$ cat src/rtl/nn_control.sv
// nn_control: sequencing controller for the training flow.
// Paces one sample at a time against arch_done and runs a training phase,
// then a validation phase, for every epoch, followed by one weight store.
//
// Ports
//   clk, rst              clock and synchronous active-high reset
//   go                    run request, sampled only in IDLE
//   TRAIN, VALID, EPOCH   sample/epoch counts from Pattern (stable while busy)
//   arch_done             Architecture finished the current sample (WAIT states)
//   TR, VL, SW            next-train / next-valid / store-weights pulses
//   START, END            run start / run completion pulses
//   train_en              high in the training states
//   busy                  high whenever not IDLE
//   epoch_cnt             current epoch index
//   sample_cnt            current sample index within the phase
//
// state   | meaning
// --------+----------------------------------------------
// IDLE    | waiting for go
// STRT    | START pulse, clear counters, pick first phase
// T_ISSUE | TR pulse, Pattern advances to next train sample
// T_WAIT  | waiting for arch_done on a training sample
// V_ISSUE | VL pulse, Pattern advances to next valid sample
// V_WAIT  | waiting for arch_done on a validation sample
// STORE   | SW pulse
// FIN     | END pulse
module nn_control #(
    parameter int BITS = 16
) (
    input  logic            clk,
    input  logic            rst,
    input  logic            go,
    input  logic [BITS-1:0] TRAIN,
    input  logic [BITS-1:0] VALID,
    input  logic [BITS-1:0] EPOCH,
    input  logic            arch_done,
    output logic            TR,
    output logic            VL,
    output logic            SW,
    output logic            START,
    output logic            END,
    output logic            train_en,
    output logic            busy,
    output logic [BITS-1:0] epoch_cnt,
    output logic [BITS-1:0] sample_cnt
);

    typedef enum logic [2:0] {
        IDLE    = 3'd0,
        STRT    = 3'd1,
        T_ISSUE = 3'd2,
        T_WAIT  = 3'd3,
        V_ISSUE = 3'd4,
        V_WAIT  = 3'd5,
        STORE   = 3'd6,
        FIN     = 3'd7
    } state_t;

    localparam logic [BITS-1:0] ONE  = {{(BITS-1){1'b0}}, 1'b1};
    localparam logic [BITS-1:0] ZERO = '0;

    state_t          state, state_nx;
    logic [BITS-1:0] epoch_nx, sample_nx;
    logic [BITS-1:0] train_m1, valid_m1, epoch_m1;
    state_t          phase0_state, eoe_state;
    logic [BITS-1:0] eoe_epoch;

    always_ff @(posedge clk) begin
        if (rst) begin
            state      <= IDLE;
            epoch_cnt  <= ZERO;
            sample_cnt <= ZERO;
        end else begin
            state      <= state_nx;
            epoch_cnt  <= epoch_nx;
            sample_cnt <= sample_nx;
        end
    end

    always_comb begin
        // Minus-one limits are only consulted when the matching count is
        // non-zero, so the underflow for a zero count is never used.
        train_m1     = TRAIN - ONE;
        valid_m1     = VALID - ONE;
        epoch_m1     = EPOCH - ONE;
        phase0_state = (TRAIN != ZERO) ? T_ISSUE : V_ISSUE;

        // End-of-epoch decision, shared by both WAIT states.
        if (epoch_cnt < epoch_m1) begin
            eoe_state = phase0_state;
            eoe_epoch = epoch_cnt + ONE;
        end else begin
            eoe_state = STORE;
            eoe_epoch = epoch_cnt;
        end

        state_nx  = state;
        epoch_nx  = epoch_cnt;
        sample_nx = sample_cnt;

        case (state)
            IDLE: begin
                if (go) state_nx = STRT;
            end
            STRT: begin
                epoch_nx  = ZERO;
                sample_nx = ZERO;
                if (EPOCH == ZERO)      state_nx = STORE;
                else if (TRAIN != ZERO) state_nx = T_ISSUE;
                else if (VALID != ZERO) state_nx = V_ISSUE;
                else                    state_nx = STORE;
            end
            T_ISSUE: state_nx = T_WAIT;
            T_WAIT: begin
                if (arch_done) begin
                    if (sample_cnt < train_m1) begin
                        sample_nx = sample_cnt + ONE;
                        state_nx  = T_ISSUE;
                    end else begin
                        sample_nx = ZERO;
                        if (VALID != ZERO) begin
                            state_nx = V_ISSUE;
                        end else begin
                            state_nx = eoe_state;
                            epoch_nx = eoe_epoch;
                        end
                    end
                end
            end
            V_ISSUE: state_nx = V_WAIT;
            V_WAIT: begin
                if (arch_done) begin
                    if (sample_cnt < valid_m1) begin
                        sample_nx = sample_cnt + ONE;
                        state_nx  = V_ISSUE;
                    end else begin
                        sample_nx = ZERO;
                        state_nx  = eoe_state;
                        epoch_nx  = eoe_epoch;
                    end
                end
            end
            STORE:   state_nx = FIN;
            FIN:     state_nx = IDLE;
            default: state_nx = IDLE;
        endcase
    end

    assign START    = (state == STRT);
    assign TR       = (state == T_ISSUE);
    assign VL       = (state == V_ISSUE);
    assign SW       = (state == STORE);
    assign END      = (state == FIN);
    assign train_en = (state == T_ISSUE) || (state == T_WAIT);
    assign busy     = (state != IDLE);

endmodule

$ cat config.mk
export PLATFORM = sky130hd
export DESIGN_NAME = nn_control
export DESIGN_NICKNAME = d
export VERILOG_FILES = /design/src/rtl/nn_control.sv
export SDC_FILE = /design/constraint.sdc
export NUM_CORES = 1
export LEC_CHECK = 0
export ABC_CLOCK_PERIOD_IN_PS = 4050
export CAP_MARGIN = 20
export CELL_PAD_IN_SITES_DETAIL_PLACEMENT = 0
export CELL_PAD_IN_SITES_GLOBAL_PLACEMENT = 1
export CORE_UTILIZATION = 30
export DETAILED_ROUTE_END_ITERATION = 7
export HOLD_SLACK_MARGIN = 0.05
export PLACE_DENSITY = 0.72
export SETUP_SLACK_MARGIN = 0.15
export SLEW_MARGIN = 10
export SYNTH_ARGS = -nofsm -noshare
export SYNTH_HDL_FRONTEND = slang
export SYNTH_SLANG_ARGS = --single-unit
$ cat constraint.sdc
create_clock -name clk -period 4.05 [get_ports clk]
set_input_delay 0.81 -clock clk [delete_from_list [all_inputs] [get_ports clk]]
set_output_delay 0.81 -clock clk [all_outputs]
set_load 0.005 [all_outputs]
; After elaboration in Yosys (flattened, before gate mapping)
; Index checks and enable logic that the tools add are counted.
[word_totals]
register_bits = 35
inputBits = 52
word_cells = 58
[classes]
add_sub_neg = 5
n_lt_le_gt_ge = 3
eq_ne = 13
n_mux = 24
reduce_logical = 10
[ops]
columns = operator, n
row1 = $mux W16, 10
row2 = $pmux W16 S3, 2
row3 = $lt A16 B16 Y1, 3
row4 = $sub A16 B1 Y16 const B, 3
row5 = $add A16 B1 Y16 const B, 2
row6 = $reduce_bool A16 Y1, 2
row7 = $mux W3, 10
row8 = $pmux W3 S8, 1
row9 = $logic_not A16 Y1, 1
row10 = $eq A3 B3 Y1 const B, 4
row11 = $ne A2 B2 Y1 const B, 6
row12 = $eq A3 B2 Y1 const B, 2
row13 = $reduce_and A3 Y1, 2
row14 = $reduce_and A6 Y1, 1
row15 = $reduce_bool A3 Y1, 2
row16 = $eq A3 B1 Y1 const B, 1
row17 = $logic_not A3 Y1, 1
row18 = $mux W2, 1
row19 = $logic_or A1 B1 Y1, 1

; Depth between registers and ports, before layout
; Gate-level depths: netlist of run 1.
[depth]
word_depth = 7
ltp_mapped = 15
depth_no_buf = 14

; Least setup slack after synthesis of run 1
; OpenSTA, ideal clock, no wires.
[synth_path]
path_type = input-to-reg
from = input port TRAIN[5]
to = register epoch_cnt[10]
setup_ps = 131
t_arrival_ps = 4024
required_time_ps = 3919
setup_slack_ps = -105
path_stages = 14
path_cell_list = nor4_1 nand3_1 or3_1 nor3_1 xnor2_1 ha_1 nand3_1 nor4_1 a32oi_1 nand3_1 nand3_1 clkbuf_1 o311ai_1 o41ai_1
[synth_between]
elab_chain_len = 4
[synth_lines]
columns = element, line_no
row1 = start: declaration, 33  ; input logic [BITS-1:0] TRAIN,
row2 = $sub A16 B1 Y16, 83  ; train_m1 = TRAIN - ONE;
row3 = $lt A16 B16 Y1, 116  ; if (sample_cnt < train_m1) begin
row4 = $ne A2 B2 Y1 (no source line), n/a
row5 = $reduce_and A6 Y1 (no source line), n/a
row6 = end signal: assignment, 75  ; epoch_cnt <= epoch_nx;
row7 = end: declaration, 44  ; output logic [BITS-1:0] epoch_cnt,
; Every way passes these cells.
; A chain may end at the register's enable or synchronous reset.

; Worst setup path after layout of run 1
[layout_path]
from = input port VALID[8]
to = register epoch_cnt[6]
[layout_between]
elab_chain_len = 4
elab_cells_between_ends = 6
[layout_lines]
columns = element, line_no
row1 = start: declaration, 34  ; input logic [BITS-1:0] VALID,
row2 = $sub A16 B1 Y16, 84  ; valid_m1 = VALID - ONE;
row3 = $lt A16 B16 Y1, 133  ; if (sample_cnt < valid_m1) begin
row4 = $ne A2 B2 Y1 (no source line), n/a
row5 = $reduce_and A6 Y1 (no source line) *, n/a
; Every way passes the cells marked *; elsewhere a longest branch is shown, timed or not.

==> results.toml, run 1 <==
[power_and_ir_drop]
seq_power_share_pct = 32.7
power_switching_share_pct = 30.6
peakVddDrop_v = 0.000141
cellLeakagePower_nw = 2.61
p_clk_share_pct = 37.1
combPwrFrac_pct = 30.2
power.density_mw_per_mm2 = 167
power.internal_mw = 0.757
switching_power_mw = 0.333
power.total_mw = 1.09

[global_routing]
grt_max_degree = 18
grt_util_all_layers_pct = 21.9
grt_overflow = 0
grt_use_met3_pct = 3.23
grt_busiest_layer = "met2"
grtUsageMet1_pct = 27.5
antenna_found_initial = 0
grt_pass1_wl_um = 22600
grtUsageMet2_pct = 38.3
grt_pass1_vias = 4645

[sta]
period_share_pct = 94.3
finalSetupViolCount = 0
worst_pin_slew_ns = 1.09
report.final.slew_viol_count = 0
finClkSkew_ns = 0.00899
final-hold-violation-count = 0
max-slew-margin-rel_pct = 27.1
finalCriticalPeriod_ns = 3.82
clock.fmax_mhz = 262
rsz0062_at_grt = "true"

[synth]
ys_ff_latch = 35
synth_common_cells = "ha_1 (52), nand2_1 (38), a21oi_1 (37)"
synth_area_leader_cell = "dfxtp_1"
ys_warn_count = 0
yosysTopAreaCellShare_pct = 18.4
syn_nets = 601
synth_edf_count = 0
synthTopCellsByArea = "dfxtp_1 (18%), ha_1 (17%), xnor2_1 (6.4%)"
synth.most_common_cell = "ha_1"
synth-main-ff-cell = "dfxtp_1"
seq_area_frac_synth_pct = 18.4
async_reset_ff_share_pct = 0
syn_area_mm2 = 0.00381
synth_area_per_cell_um2 = 7.66
netlist_instances = 497
synth_cell_types = 52

[place]
place_congestion = 0.830
placed_cells = 832
portBuffers = 90
placed_area_mm2 = 0.00560
hpwlAfterDp_um = 10500

[cells_and_area]
num_antenna_cells = 0
area_growth_pct = 71.0
instances_no_fill = 866
drive_gt1_share_pct = 32.1
final_cell_area_mm2 = 0.00651
final_util_pct = 53.3
final_nets = 801

[setup_path]
crit_fanout = 5
critPathLaunchType = "primary input"
crit_start = "VALID[8]"
worstPathRequired_ns = 4.27
r2r_setup_slack_ns = 1.36
regToRegEndpoint = "state[2]"
critPathCaptureType = "flip-flop"
r2r_start = "sample_cnt[13]"
cp-endpoint = "epoch_cnt[6]"
arrival_ns = 4.04
path_class = "primary input to flip-flop"
r2r_cells = 9

[routing]
vias_per_cell = 5.32
post_drt_wl_per_cell_um = 16.6
drt_iter0_drc = 236
drc = 0
ant_nets = 0
wirelength_um = 14400
via_count = 4607
drtPass1Iterations = 4

[clocking]
insertion_delay_ns = 0.28
htreeDepth = 2
clockBufferDepth = 2
numCtsBuffers = 5
clock-sinks = 35
cts_tree = "yes"
root_buffer = "clkbuf_16"
ctsHoldBuffers = 0
clkTransAtPathRegs_ns = 0.06

[min_path]
hold_path.class = "flip-flop to flip-flop"
worstHoldPathCells = 2

[die]
rows = 40
num_io_pins = 91
die_y_um = 115
start_util_pct = 31.2
dieArea_mm2 = 0.0132
fp.dieW_um = 115
core_mm2 = 0.0122

[job]
cap_violations = 0

[outcome]
outcome = "finished, final reports clean"
worst min path at each step:
stage	from	endpoint	slack, ns
3_5_place_dp	epoch_cnt[15]	epoch_cnt[15]	0.50
6_report	epoch_cnt[15]	epoch_cnt[15]	0.51
3_3_place_gp	epoch_cnt[15]	epoch_cnt[15]	0.50
5_1_grt	epoch_cnt[12]	epoch_cnt[12]	0.56
2_1_floorplan	epoch_cnt[15]	epoch_cnt[15]	0.48
4_1_cts	epoch_cnt[15]	epoch_cnt[15]	0.51
flip-flops by register name, summed over array words and instances (netlist names):
name        flops
epoch_cnt      16
sample_cnt     16
state           3
power groups by stage:
stage / logic (mW) / registers, mW / clock network (mW)
global route: 0.358 / 0.357 / 0.421
finish: 0.329 / 0.356 / 0.405
detailed placement: 0.281 / 0.364 / 0
CTS: 0.307 / 0.356 / 0.405
floorplan: 0.122 / 0.358 / 0
global placement: 0.276 / 0.364 / 0
per-layer routing:
metal  part of all wire [%]  wire [µm]
met1                     44       6410
met2                     50       7270
met3                    4.2        611
met4                   0.78        113
met5                      0          0
critical path: stages:
cell and delay [ns]:
buf_6 0.09, or4_4 0.56, or4_4 0.46, nor3_4 0.13, xnor2_1 0.10, ha_1 0.31, nand2_2 0.07, buf_4 0.14
nor3_2 0.14, a22o_1 0.18, or3_4 0.16, nand3_4 0.09, buf_6 0.16, or4_1 0.49, a21oi_1 0.14
area by class of cell:
class	instances	area (µm²)
Fill cell	1173	5700
Multi-Input combinational cell	432	3570
Timing Repair Buffer	206	1810
Sequential cell	35	701
Tap cell	168	210
Clock buffer	7	143
Inverter	17	63.8
Clock inverter	1	8.76
cells in the final DEF, fill, tap and decap left out, types with 15 or more instances in the layout:
cell	Yosys	routed
a21oi_1	37	26
buf_4	0	103
clkdlybuf4s50_1	0	62
dfxtp_1	35	35
ha_1	52	49
inv_1	17	15
nand2_1	38	32
nor2_1	35	28
nor3_1	35	21
xnor2_1	28	27
xor2_1	19	19
logic make-up after synthesis:
kind of cell,share of synthesized area (%)
AO/OA/AOI/OAI,19.1
XOR/XNOR,10.8
adder cells (fa/ha/maj),17.1
buffers and inverters,3.09
flip-flops,18.4
multiplexers,1.31
AND/OR/NAND/NOR,30.2
metrics by stage:
step | setup slack [ns] | hold WS [ns] | setup TNS, ns
5_1_grt | 0.105 | 0.556 | 0
4_1_cts | 0.154 | 0.513 | 0
2_1_floorplan | 0.161 | 0.476 | 0
3_3_place_gp | -0.427 | 0.497 | -11.25
6_report | 0.229 | 0.514 | 0
3_5_place_dp | -0.488 | 0.503 | -13.31
repair_timing:
item	4_1_cts	5_1_grt
resized for setup	124	72
pin swaps	61	63
gates cloned	3	0
endpoints found under the setup margin	33	34
buffers inserted	17	6
(Power assumes the default switching activity.)
==> run 2, diff against run 1 <==
- REMOVE_ABC_BUFFERS: default -> 1
==> results.toml, run 2 (synthesis gave the netlist of run 1 again) <==
[routing]
wirelength_um = 14600
drc = 0
ant_nets = 0
via_count = 4731
post_drt_wl_per_cell_um = 16.6
drt_iter0_drc = 231
vias_per_cell = 5.37
drtPass1Iterations = 5

[cells_and_area]
fillers = 1128
final_common_cell = "buf_4"
multi_input_area_mm2 = 0.00367
final_cell_mix = "buf_4 (109), clkdlybuf4s50_1 (62), ha_1 (49)"
final_cell_area_mm2 = 0.00676
final_nets = 816
register_area_um2 = 701
area_growth_pct = 77.4
reg_top3 = "epoch_cnt x16, sample_cnt x16, state x3"
drive_gt1_share_pct = 33.5
final_util_pct = 55.3
num_antenna_cells = 0

[setup_path]
critPathCaptureType = "flip-flop"
critPathLaunchType = "primary input"
worstPathRequired_ns = 4.27
arrival_ns = 4.12
r2r_setup_slack_ns = 1.42
regToRegEndpoint = "epoch_cnt[2]"
r2r_start = "epoch_cnt[10]"
path_class = "primary input to flip-flop"
crit_fanout = 6
r2r_cells = 10

[sta]
rsz0062_at_grt = "true"
clock.fmax_mhz = 256
finalCriticalPeriod_ns = 3.90
final-hold-violation-count = 0
max-slew-margin-rel_pct = 13.8
finalSetupViolCount = 0
period_share_pct = 96.3
finClkSkew_ns = 0.00446
worst_pin_slew_ns = 1.29
layout_setup_ws_ns = 0.149
report.final.slew_viol_count = 0

[die]
num_io_pins = 91
dieArea_mm2 = 0.0132
fp.dieW_um = 115
core_mm2 = 0.0122
die_y_um = 115
rows = 40
start_util_pct = 31.2

[power_and_ir_drop]
peakVddDrop_v = 0.000164
cellLeakagePower_nw = 2.73
power.density_mw_per_mm2 = 165

[global_routing]
grt_pass1_wl_um = 23000
grt_util_all_layers_pct = 22.2
grt_max_degree = 33
grt_pass1_vias = 4914
antenna_found_initial = 0
grt_overflow = 0

[min_path]
worstHoldPathCells = 2
hold_path.class = "flip-flop to flip-flop"
min_to = "epoch_cnt[15]"
hold_start = "epoch_cnt[15]"

[clocking]
root_buffer = "clkbuf_16"
clkTransAtPathRegs_ns = 0.05
htreeDepth = 2
clockBufferDepth = 2
numCtsBuffers = 5
insertion_delay_ns = 0.29
clock-sinks = 35
cts_tree = "yes"

[place]
dp_slack_ns = -0.629
placed_area_mm2 = 0.00563
hpwlAfterDp_um = 10600
place_congestion = 0.867
portBuffers = 90

[job]
cap_violations = 0

[outcome]
outcome = "finished, final reports clean"
==> run 2: what timing repair did <==
| item | 4_1_cts | 5_1_grt |
|---|---|---|
| endpoints found under the setup margin | 33 | 34 |
| gates cloned | 4 | 0 |
| pin swaps | 52 | 69 |
| gates resized for setup | 113 | 95 |
| buffers inserted | 17 | 9 |
| hold buffers | 0 | 0 |
==> run 2: cell type report <==
| cell class | count | share of cell area, % |
|---|---|---|
| Timing Repair Buffer | 221 | 29.0 |
| Sequential cell | 35 | 10.4 |
| Inverter | 17 | 0.944 |
| Tap cell | 168 | 3.11 |
| Clock buffer | 8 | 2.31 |
| Multi-Input combinational cell | 432 | 54.3 |
==> run 2: critical path: stages <==
cell      delay [ns]
buf_6           0.09
or4_4           0.53
buf_6           0.13
or2_4           0.24
nor3_4          0.19
xnor2_1         0.09
ha_1            0.34
a22oi_2         0.17
o211ai_1        0.10
a221o_1         0.33
or3_4           0.41
buf_6           0.16
buf_4           0.14
a21oi_1         0.13
o21ai_1         0.09
a21oi_2         0.16
==> run 2: worst max-delay path by stage <==
stage	startpoint	end	slack [ns]
after floorplan	TRAIN[5]	epoch_cnt[6]	-0.48
after global placement	EPOCH[0]	state[2]	-0.51
after detailed placement	TRAIN[5]	epoch_cnt[11]	-0.63
after CTS	VALID[4]	sample_cnt[6]	0.15
after global routing	VALID[7]	sample_cnt[13]	0.03
final	VALID[7]	sample_cnt[6]	0.15
==> run 2: power breakdown <==
| part | internal (mW) | switching, mW |
|---|---|---|
| clock | 0.262 | 0.152 |
| sequential | 0.348 | 0.00856 |
| combinational | 0.173 | 0.173 |
| total | 0.783 | 0.333 |
==> run 2: metal layers <==
| layer | wire (µm) | up-vias | global-route usage (%) |
|---|---|---|---|
| li1 | - | 2309 | - |
| met1 | 6000 | 2204 | 25.7 |
| met2 | 7300 | 182 | 41.3 |
| met3 | 847 | 36 | 3.07 |
| met4 | 478 | 0 | 7.97 |
| met5 | 0 | - | 0 |
==> run 2: through the flow <==
step                      cells  power [mW]  hold slack [ns]  setup TNS, ns
after floorplan             483       0.470            0.476          -5.16
after CTS                   872        1.08            0.533              0
after detailed placement    843       0.645            0.527         -16.21
after global routing        881        1.17            0.561              0
after global placement      843       0.641            0.501         -12.63
final                       881        1.12            0.531              0
==> run 3, diff against run 2 <==
- HOLD_SLACK_MARGIN: 0.05 -> default
==> results of run 3 <==
Final layout, timing and power as in run 2 (identical DEF).
